--- src/rtl/clock_display.sv ---
// -----------------------------------------------------------------------------
// clock_display
//
// Display stage for the 24-hour clock. Turns the hour/minute/second fields into
// six decimal digits and scans them onto a six-digit common-anode seven-segment
// display, left to right HH MM SS. The field being edited blinks at 2 Hz.
//
// Parameters
//   CLK_FREQ_HZ  : clock frequency in Hz (>= 4); sets the blink timing.
//   DIGIT_CYCLES : clock cycles each digit stays lit (>= 1).
//
// Ports
//   clk      in   system clock, rising edge
//   reset_n  in   asynchronous active-low reset
//   sec_in   in   [5:0] seconds field
//   min_in   in   [5:0] minutes field
//   hour_in  in   [4:0] hours field
//   select   in   [1:0] edit selection (SELECT_NONE/SEC/MIN/HOUR)
//   an       out  [5:0] digit enables, active-low; bit 0 = hour tens,
//                 bit 5 = seconds ones
//   seg      out  [6:0] segments {g,f,e,d,c,b,a}, active-low
//
// Build option
//   CLOCK_DISPLAY_BLINK_EN : when defined, the blink generator and select
//   tracking are compiled in. When undefined, select is ignored and no digit
//   is ever blanked.
// -----------------------------------------------------------------------------

`ifndef KILO
`define KILO 1000
`endif
`ifndef SELECT_NONE
`define SELECT_NONE 2'd0
`endif
`ifndef SELECT_SEC
`define SELECT_SEC  2'd1
`endif
`ifndef SELECT_MIN
`define SELECT_MIN  2'd2
`endif
`ifndef SELECT_HOUR
`define SELECT_HOUR 2'd3
`endif

module clock_display #(
   parameter int CLK_FREQ_HZ  = `KILO,
   parameter int DIGIT_CYCLES = 2
) (
   input  logic       clk,
   input  logic       reset_n,
   input  logic [5:0] sec_in,
   input  logic [5:0] min_in,
   input  logic [4:0] hour_in,
   input  logic [1:0] select,
   output logic [5:0] an,
   output logic [6:0] seg
);

   localparam int CNT_W = (DIGIT_CYCLES > 1) ? $clog2(DIGIT_CYCLES) : 1;
   localparam logic [CNT_W-1:0] CNT_MAX = CNT_W'(DIGIT_CYCLES - 1);

   // load_q is high from reset until the first snapshot has been taken. The
   // scan is held during that edge so the first digit gets its full dwell.
   logic             load_q;
   logic [CNT_W-1:0] cnt;
   logic [2:0]       idx;
   logic [4:0]       snap_hour;
   logic [5:0]       snap_min;
   logic [5:0]       snap_sec;
   logic             cnt_wrap;

   assign cnt_wrap = (cnt == CNT_MAX);

   // Scan counter and frame snapshot. The snapshot reloads on the edge that
   // moves idx from 5 back to 0, so every frame shows one coherent time.
   always_ff @(posedge clk or negedge reset_n) begin
      if (!reset_n) begin
         load_q    <= 1'b1;
         cnt       <= '0;
         idx       <= 3'd0;
         snap_hour <= 5'd0;
         snap_min  <= 6'd0;
         snap_sec  <= 6'd0;
      end else if (load_q) begin
         load_q    <= 1'b0;
         snap_hour <= hour_in;
         snap_min  <= min_in;
         snap_sec  <= sec_in;
      end else if (cnt_wrap) begin
         cnt <= '0;
         if (idx == 3'd5) begin
            idx       <= 3'd0;
            snap_hour <= hour_in;
            snap_min  <= min_in;
            snap_sec  <= sec_in;
         end else begin
            idx <= idx + 3'd1;
         end
      end else begin
         cnt <= cnt + CNT_W'(1);
      end
   end

   // Digit value: even idx shows the tens of its field, odd idx the ones.
   // Out-of-range inputs are shown as their plain decimal digits.
   logic [5:0] field_val;
   logic [5:0] digit;

   always_comb begin
      field_val = sec_snap_default();
      case (idx)
         3'd0, 3'd1: field_val = {1'b0, snap_hour};
         3'd2, 3'd3: field_val = snap_min;
         default:    field_val = snap_sec;
      endcase
      digit = idx[0] ? (field_val % 6'd10) : (field_val / 6'd10);
   end

   function automatic logic [5:0] sec_snap_default();
      return snap_sec;
   endfunction

   function automatic logic [6:0] seg_decode(input logic [5:0] d);
      logic [6:0] p;
      case (d)
         6'd0:    p = 7'b1000000;
         6'd1:    p = 7'b1111001;
         6'd2:    p = 7'b0100100;
         6'd3:    p = 7'b0110000;
         6'd4:    p = 7'b0011001;
         6'd5:    p = 7'b0010010;
         6'd6:    p = 7'b0000010;
         6'd7:    p = 7'b1111000;
         6'd8:    p = 7'b0000000;
         6'd9:    p = 7'b0010000;
         default: p = 7'b1111111;
      endcase
      return p;
   endfunction

   logic blank;

`ifdef CLOCK_DISPLAY_BLINK_EN
   localparam int BQ   = CLK_FREQ_HZ / 4;
   localparam int BC_W = (BQ > 1) ? $clog2(BQ) : 1;
   localparam logic [BC_W-1:0] BCNT_MAX = BC_W'(BQ - 1);

   logic [BC_W-1:0] bcnt;
   logic            phase_blank;
   logic [1:0]      sel_prev;
   logic            field_hit;

   // Blink generator: phase toggles every CLK_FREQ_HZ/4 cycles. Any change
   // of select restarts it in the visible phase so an edit shows at once.
   always_ff @(posedge clk or negedge reset_n) begin
      if (!reset_n) begin
         bcnt        <= '0;
         phase_blank <= 1'b0;
         sel_prev    <= `SELECT_NONE;
      end else begin
         sel_prev <= select;
         if (select != sel_prev) begin
            bcnt        <= '0;
            phase_blank <= 1'b0;
         end else if (bcnt == BCNT_MAX) begin
            bcnt        <= '0;
            phase_blank <= ~phase_blank;
         end else begin
            bcnt <= bcnt + BC_W'(1);
         end
      end
   end

   always_comb begin
      field_hit = 1'b0;
      case (select)
         `SELECT_HOUR: field_hit = (idx == 3'd0) || (idx == 3'd1);
         `SELECT_MIN:  field_hit = (idx == 3'd2) || (idx == 3'd3);
         `SELECT_SEC:  field_hit = (idx == 3'd4) || (idx == 3'd5);
         default:      field_hit = 1'b0;
      endcase
      blank = phase_blank && field_hit;
   end
`else
   logic unused_select;
   assign unused_select = ^select;
   assign blank = 1'b0;
`endif

   // Output register: an and seg always load together. Nothing is lit on the
   // snapshot-load edge because the snapshot is not valid yet.
   always_ff @(posedge clk or negedge reset_n) begin
      if (!reset_n) begin
         an  <= 6'b111111;
         seg <= 7'b1111111;
      end else if (load_q || blank) begin
         an  <= 6'b111111;
         seg <= 7'b1111111;
      end else begin
         an  <= ~(6'd1 << idx);
         seg <= seg_decode(digit);
      end
   end

endmodule

--- config.mk ---
export PLATFORM = sky130hd
export DESIGN_NAME = clock_display
export DESIGN_NICKNAME = d
export VERILOG_FILES = /design/src/rtl/clock_display.sv
export SDC_FILE = /design/constraint.sdc
export NUM_CORES = 1
export LEC_CHECK = 0
export BUFFER_PORTS_ARGS = -buffer_cell sky130_fd_sc_hd__buf_2
export CAP_MARGIN = 20
export CORE_ASPECT_RATIO = 1.25
export CORE_MARGIN = 2
export CORE_UTILIZATION = 40
export DETAILED_ROUTE_END_ITERATION = 12
export GPL_TIMING_DRIVEN = 1
export SLEW_MARGIN = 15
export SYNTH_ARGS = -nofsm -noshare
export SYNTH_HDL_FRONTEND = slang
export SYNTH_SLANG_ARGS = --single-unit
--- constraint.sdc ---
create_clock -name clk -period 5.8 [get_ports clk]
set_clock_uncertainty 0.05 [all_clocks]
set_input_delay 0.58 -clock clk [delete_from_list [all_inputs] [get_ports clk]]
set_output_delay 0.58 -clock clk [all_outputs]
set_load 0.02 [all_outputs]
-- Word-level counts from Yosys, hierarchy flattened
Memories as Yosys holds them, arrays and structs flattened.
Cells that the tools add are included.
W data, S select, Z words.
- output and inout port bits: 13
- memory bits (read-only): 112
- memories kept: 1
- logic and storage cells: 44
- flip-flop bits (word level): 35
- memories (name ; words ; width ; rd ports ; clocked after Yosys merged registers in ; wr ports ; RTL line ; text):
    (name not given) ; 16 ; 7 ; 1 ; 0 ; 0 ; 125 ; case (d)
- bitwise logic cells: 2
- add/sub/neg operators: 2
- divide/modulo/power cells: 2
- reductions and logical operators: 8
- shift operators: 1
- mux-type cells: 16
- equal/unequal tests: 4
- operator list (cell ; number):
    $mux W6 ; 8
    $mux W5 ; 3
    $mux W7 ; 2
    $pmux W6 S2 ; 1
    $div A6 B4 Y6 const B ; 1
    $eq A3 B2 Y1 const B ; 2
    $mod A6 B4 Y6 const B ; 1
    $not A6 Y6 ; 1
    $shl A1 B3 Y6 const A ; 1
    $reduce_and A2 Y1 ; 2
    $reduce_bool A2 Y1 ; 2
    $reduce_or A2 Y1 ; 2
    $add A3 B1 Y3 const B ; 1
    $eq A3 B1 Y1 const B ; 1
    $eq A3 B3 Y1 const B ; 1
    $logic_not A3 Y1 ; 1
    $mux W3 ; 1
    $logic_not A2 Y1 ; 1
    $add A1 B1 Y1 const B ; 1
    $mux W1 ; 1
    $not A1 Y1 ; 1

-- Longest topological paths before layout
- depth in word-level cells: 8
- mapped depth: 24
- depth with buffers taken out: 20

-- Worst setup path before layout
Ideal clock, no wire load.
- kind: flip-flop to flip-flop
- start point: register idx[0]
- end point: register seg[5]
- setup slack: 1.612 ns
- setup time: 0.099 ns
- arrival time: 4.039 ns
- path buffers: 4
- cell stages (with the launch flop): 25
- required time: 5.651 ns
- cells stage by stage: dfrtp_1 buf_6 and2_1 ha_1 clkbuf_1 nand2_1 o21ai_0 nor2_1 clkbuf_1 nor3_1 nor2_1 ha_1 o311ai_0 nor3_1 nor2_1 a2bb2oi_1 and2_1 buf_4 a21oi_1 o22ai_1 inv_1 ha_1 or2_2 a21oi_1 o21ai_1
- word-level cells in the longest chain between the ends: 8
- RTL lines (element ; RTL line ; text):
    start, declared ; 66 ; logic [2:0] idx;
    start signal, assigned ; 97 ; idx <= idx + 3'd1;
    $eq A3 B2 Y1, or another cell as far along ; 111 ; case (idx)
    $reduce_or A2 Y1 ; 111 ;
    $pmux W6 S2 ; 111 ;
    $div A6 B4 Y6 or $mod A6 B4 Y6 (tied branches) ; 116 ; digit = idx[0] ? (field_val % 6'd10) : (field_val / 6'd10);
    $mux W6 * ; 116 ;
    $mem_v2 Z16 W7 or $logic_not A2 Y1 (tied branches) ; -- ;
    $mux W7 * ; 125 ;
    $mux W7 * ; 196 ; end else if (load_q || blank) begin
    end signal, assigned ; 201 ; seg <= seg_decode(digit);
    end, declared ; 56 ; output logic [6:0] seg
Mark *: on every way between the ends. The rest lies on a longest branch, timed or not.
A chain may end at the register's enable or synchronous reset.

-- Worst setup path in the final report
- start point: register idx[2]
- end point: register seg[5]
- word-level cells in the longest chain between the ends: 8
- RTL lines (element ; RTL line):
    $eq A3 B2 Y1, or another cell as far along ; 111
    $reduce_or A2 Y1 ; 111
    $pmux W6 S2 * ; 111
    $div A6 B4 Y6 or $mod A6 B4 Y6 (tied branches) ; 116
    $mux W6 * ; 116
    $mem_v2 Z16 W7 or $logic_not A2 Y1 (tied branches) ; --
    $mux W7 * ; 125
    $mux W7 * ; 196
Marks and branches as above.

==> out/results.txt <==
status: complete, no violations
pin count of the biggest net entering global routing: 36
area post-placement: 0.00237 mm^2
most used cell, CP: ha_1
DR vias: 1681
Worst setup SP type: register
DRC: 0
global route total overflow: 0
Pins Over Slew Limit: 0
critical-path cell list: inv_1 > ha_1 > nand2b_1 > o21ai_1 > a221o_1 > and2_1 > nor2_1 > ha_1 > o311ai_0 > nor3_1 > nor2_1 > a2bb2oi_1 > and2_1 > a21oi_1 > o22ai_1 > inv_1 > ha_1 > or2_2 > a21oi_1 > o21ai_1
Worst Path Arrival: 5.19 ns
async set or reset register ratio after synthesis: 100%
Unique masters post-synth: 52
Seq/Total Area, Yosys: 40.5%
Critical-path top delay cell: dfrtp_1
Crit. End Element: register
WP buf/inv: 2
# IOs: 34
Placeable Area: 0.00537 mm^2
r2r endpoint: seg[5]
GR Util met2: 27.4%
Slew HR: 40.7%
ANT cells: 0
worst-case clock buffer depth: 2
post-route ant nets: 0
Synth area leader: dfrtp_1
Netlist Area Pre-Place: 0.00220 mm^2
average size of a mapped cell: 10.3 um^2
delay-heaviest family, CP: compound AO/OA/AOI/OAI gates
Global Route Usage Sum: 15.0%
Top FF cell, synth: dfrtp_1
Worst Hold Class: in2async
Setup TNS Final: 0 ns
Worst-Margin Slew: 0.889 ns
Data required, critical path: 5.95 ns
most frequent cells in the layout: buf_2 (31), dfrtp_1 (21), nor2_1 (18), mux2_2 (18), nand2_1 (15)
Die W: 70.4 um
Nets: 274
Hold Vio Cnt, Final: 0
crit path time final: 5.04 ns
Area Overhead vs Synth: 12.6%
CTS Hold Bufs: 0
Synth top area share: 23.8%
# rows: 30
layout cells sized above 1: 35.7%
slowest stage delay, CP: 0.53 ns
Port Buf Inserts: 31
flop2flop setup slack: 0.76 ns
H-tree levels: 2
die height: 87.0 um
GP Congestion: 0.909
1st-pass router iterations: 5
cell count of the worst reg-to-reg path: 20
Post-Syn Instances: 214
setup repair after global routing missed its margin: false
die area: 0.00613 mm^2
WS Path Type: reg2reg
CTS sink cnt: 35
synth top area cells: dfrtp_1 (24%), dfstp_2 (17%), mux2_2 (9.2%)
CTS clk-pin slew, worst paths: 0.08 ns
CP max FO: 15
DP HPWL: 3080 um
CTS resizes: 0
fin crit share: 86.9%
CTS tree: yes
worst reg2reg startpoint: idx[2]
Root Buffer: clkbuf_8
vias in the first global route: 1678
GRT met3 Usage: 3.94%
first-pass GRT wire length: 7410 um
flops & latches, synth: 35
Wirelength per Cell: 13.2 um
# setup viols final: 0
met1 Track Usage GR: 16.8%
Worst-Skew Late Latency: 0.29 ns
Vias/cell: 5.46
Initial DRC Count: 57
Syn Nets: 245
number of synthesized flops with an enable pin: 0
total CTS buffers: 5
Initial Util: 41.1%
initial antenna violation count: 0
cell area after layout: 0.00248 mm^2
most common cell after layout, fill and taps aside: buf_2
fmax: 198 MHz
# Post-CTS Setup Buffers: 0
max-cap viol count: 0
Syn. warnings: 0
routed wire length: 4080 um
GR peak layer: met2
## cell type report
type                    instances  area, um^2
repair buffers                 35         185
clock inverters                 3        43.8
flip-flops and latches         35         893
clock buffers                   5        68.8
fillers                       524        2890
well taps                      64        80.1
inverters                       7        26.3
multi-input cells             159        1180
## sequential cells by signal, summed over array words and instances (netlist names)
register / cells
an: 6
cnt: 1
idx: 3
load_q: 1
seg: 7
snap_hour: 5
snap_min: 6
snap_sec: 6
## how the worst max path moves through the flow
stage             end    from  depth (start not counted)
4_1_cts        seg[5]  idx[2]                         20
3_3_place_gp   seg[0]  idx[2]                         20
3_5_place_dp   seg[5]  idx[2]                         20
5_1_grt        seg[5]  idx[2]                         20
2_1_floorplan  seg[5]  idx[0]                         24
6_report       seg[5]  idx[2]                         20
## cells by family after synthesis
group,after synthesis,synth area share (%)
AOI/OAI and AO/OA,56,20.1
xor gates and xnor gates,4,1.59
adders and majority gates,10,5.68
buffers and inverters,20,5.73
DFF,35,40.5
muxes,20,10.3
other,1,0.170
and+or+nand+nor,68,15.8
## per-layer routing
metal / share of wire [%] / routed length [um] / vias up
li1: - / - / 834
met1: 42 / 1730 / 804
met2: 52 / 2110 / 37
met3: 4.6 / 187 / 6
met4: 1.3 / 55 / 0
met5: 0 / 0 / -
## metrics by stage
| step | setup WS (ns) | hold slack (ns) | cells | util (%) |
|---|---|---|---|---|
| 3_3_place_gp | 0.816 | 0.429 | 300 | 44.1 |
| 3_5_place_dp | 0.790 | 0.437 | 300 | 44.1 |
| 4_1_cts | 0.779 | 0.330 | 308 | 46.2 |
| 2_1_floorplan | 1.61 | 0.234 | 214 | - |
| 5_1_grt | 0.149 | 0.358 | 308 | 46.2 |
| 6_report | 0.760 | 0.297 | 308 | 46.2 |
## worst reg2reg max path, stage by stage (launching register included)
cell,delay [ns]
dfrtp_1,0.53
inv_1,0.20
ha_1,0.41
nand2b_1,0.22
o21ai_1,0.16
a221o_1,0.35
and2_1,0.34
nor2_1,0.11
ha_1,0.20
o311ai_0,0.08
nor3_1,0.11
nor2_1,0.19
a2bb2oi_1,0.27
and2_1,0.33
a21oi_1,0.13
o22ai_1,0.42
inv_1,0.13
ha_1,0.22
or2_2,0.29
a21oi_1,0.13
o21ai_1,0.07
## Yosys cell counts (all sizes together) (3+ instances only)
library cell,n
a211oi,4
a21oi,10
a221o,3
a221oi,5
a2bb2oi,4
a32o,3
and2,3
buf,9
clkbuf,4
dfrtp,21
dfstp,14
ha,10
inv,6
mux2,19
nand2,15
nand2b,7
nor2,18
nor2b,5
nor3,9
o21ai,11
o31ai,3
xnor2,4
Power is not shown: default switching activity piles up to over one toggle a cycle in this logic, so the estimate is an artifact.
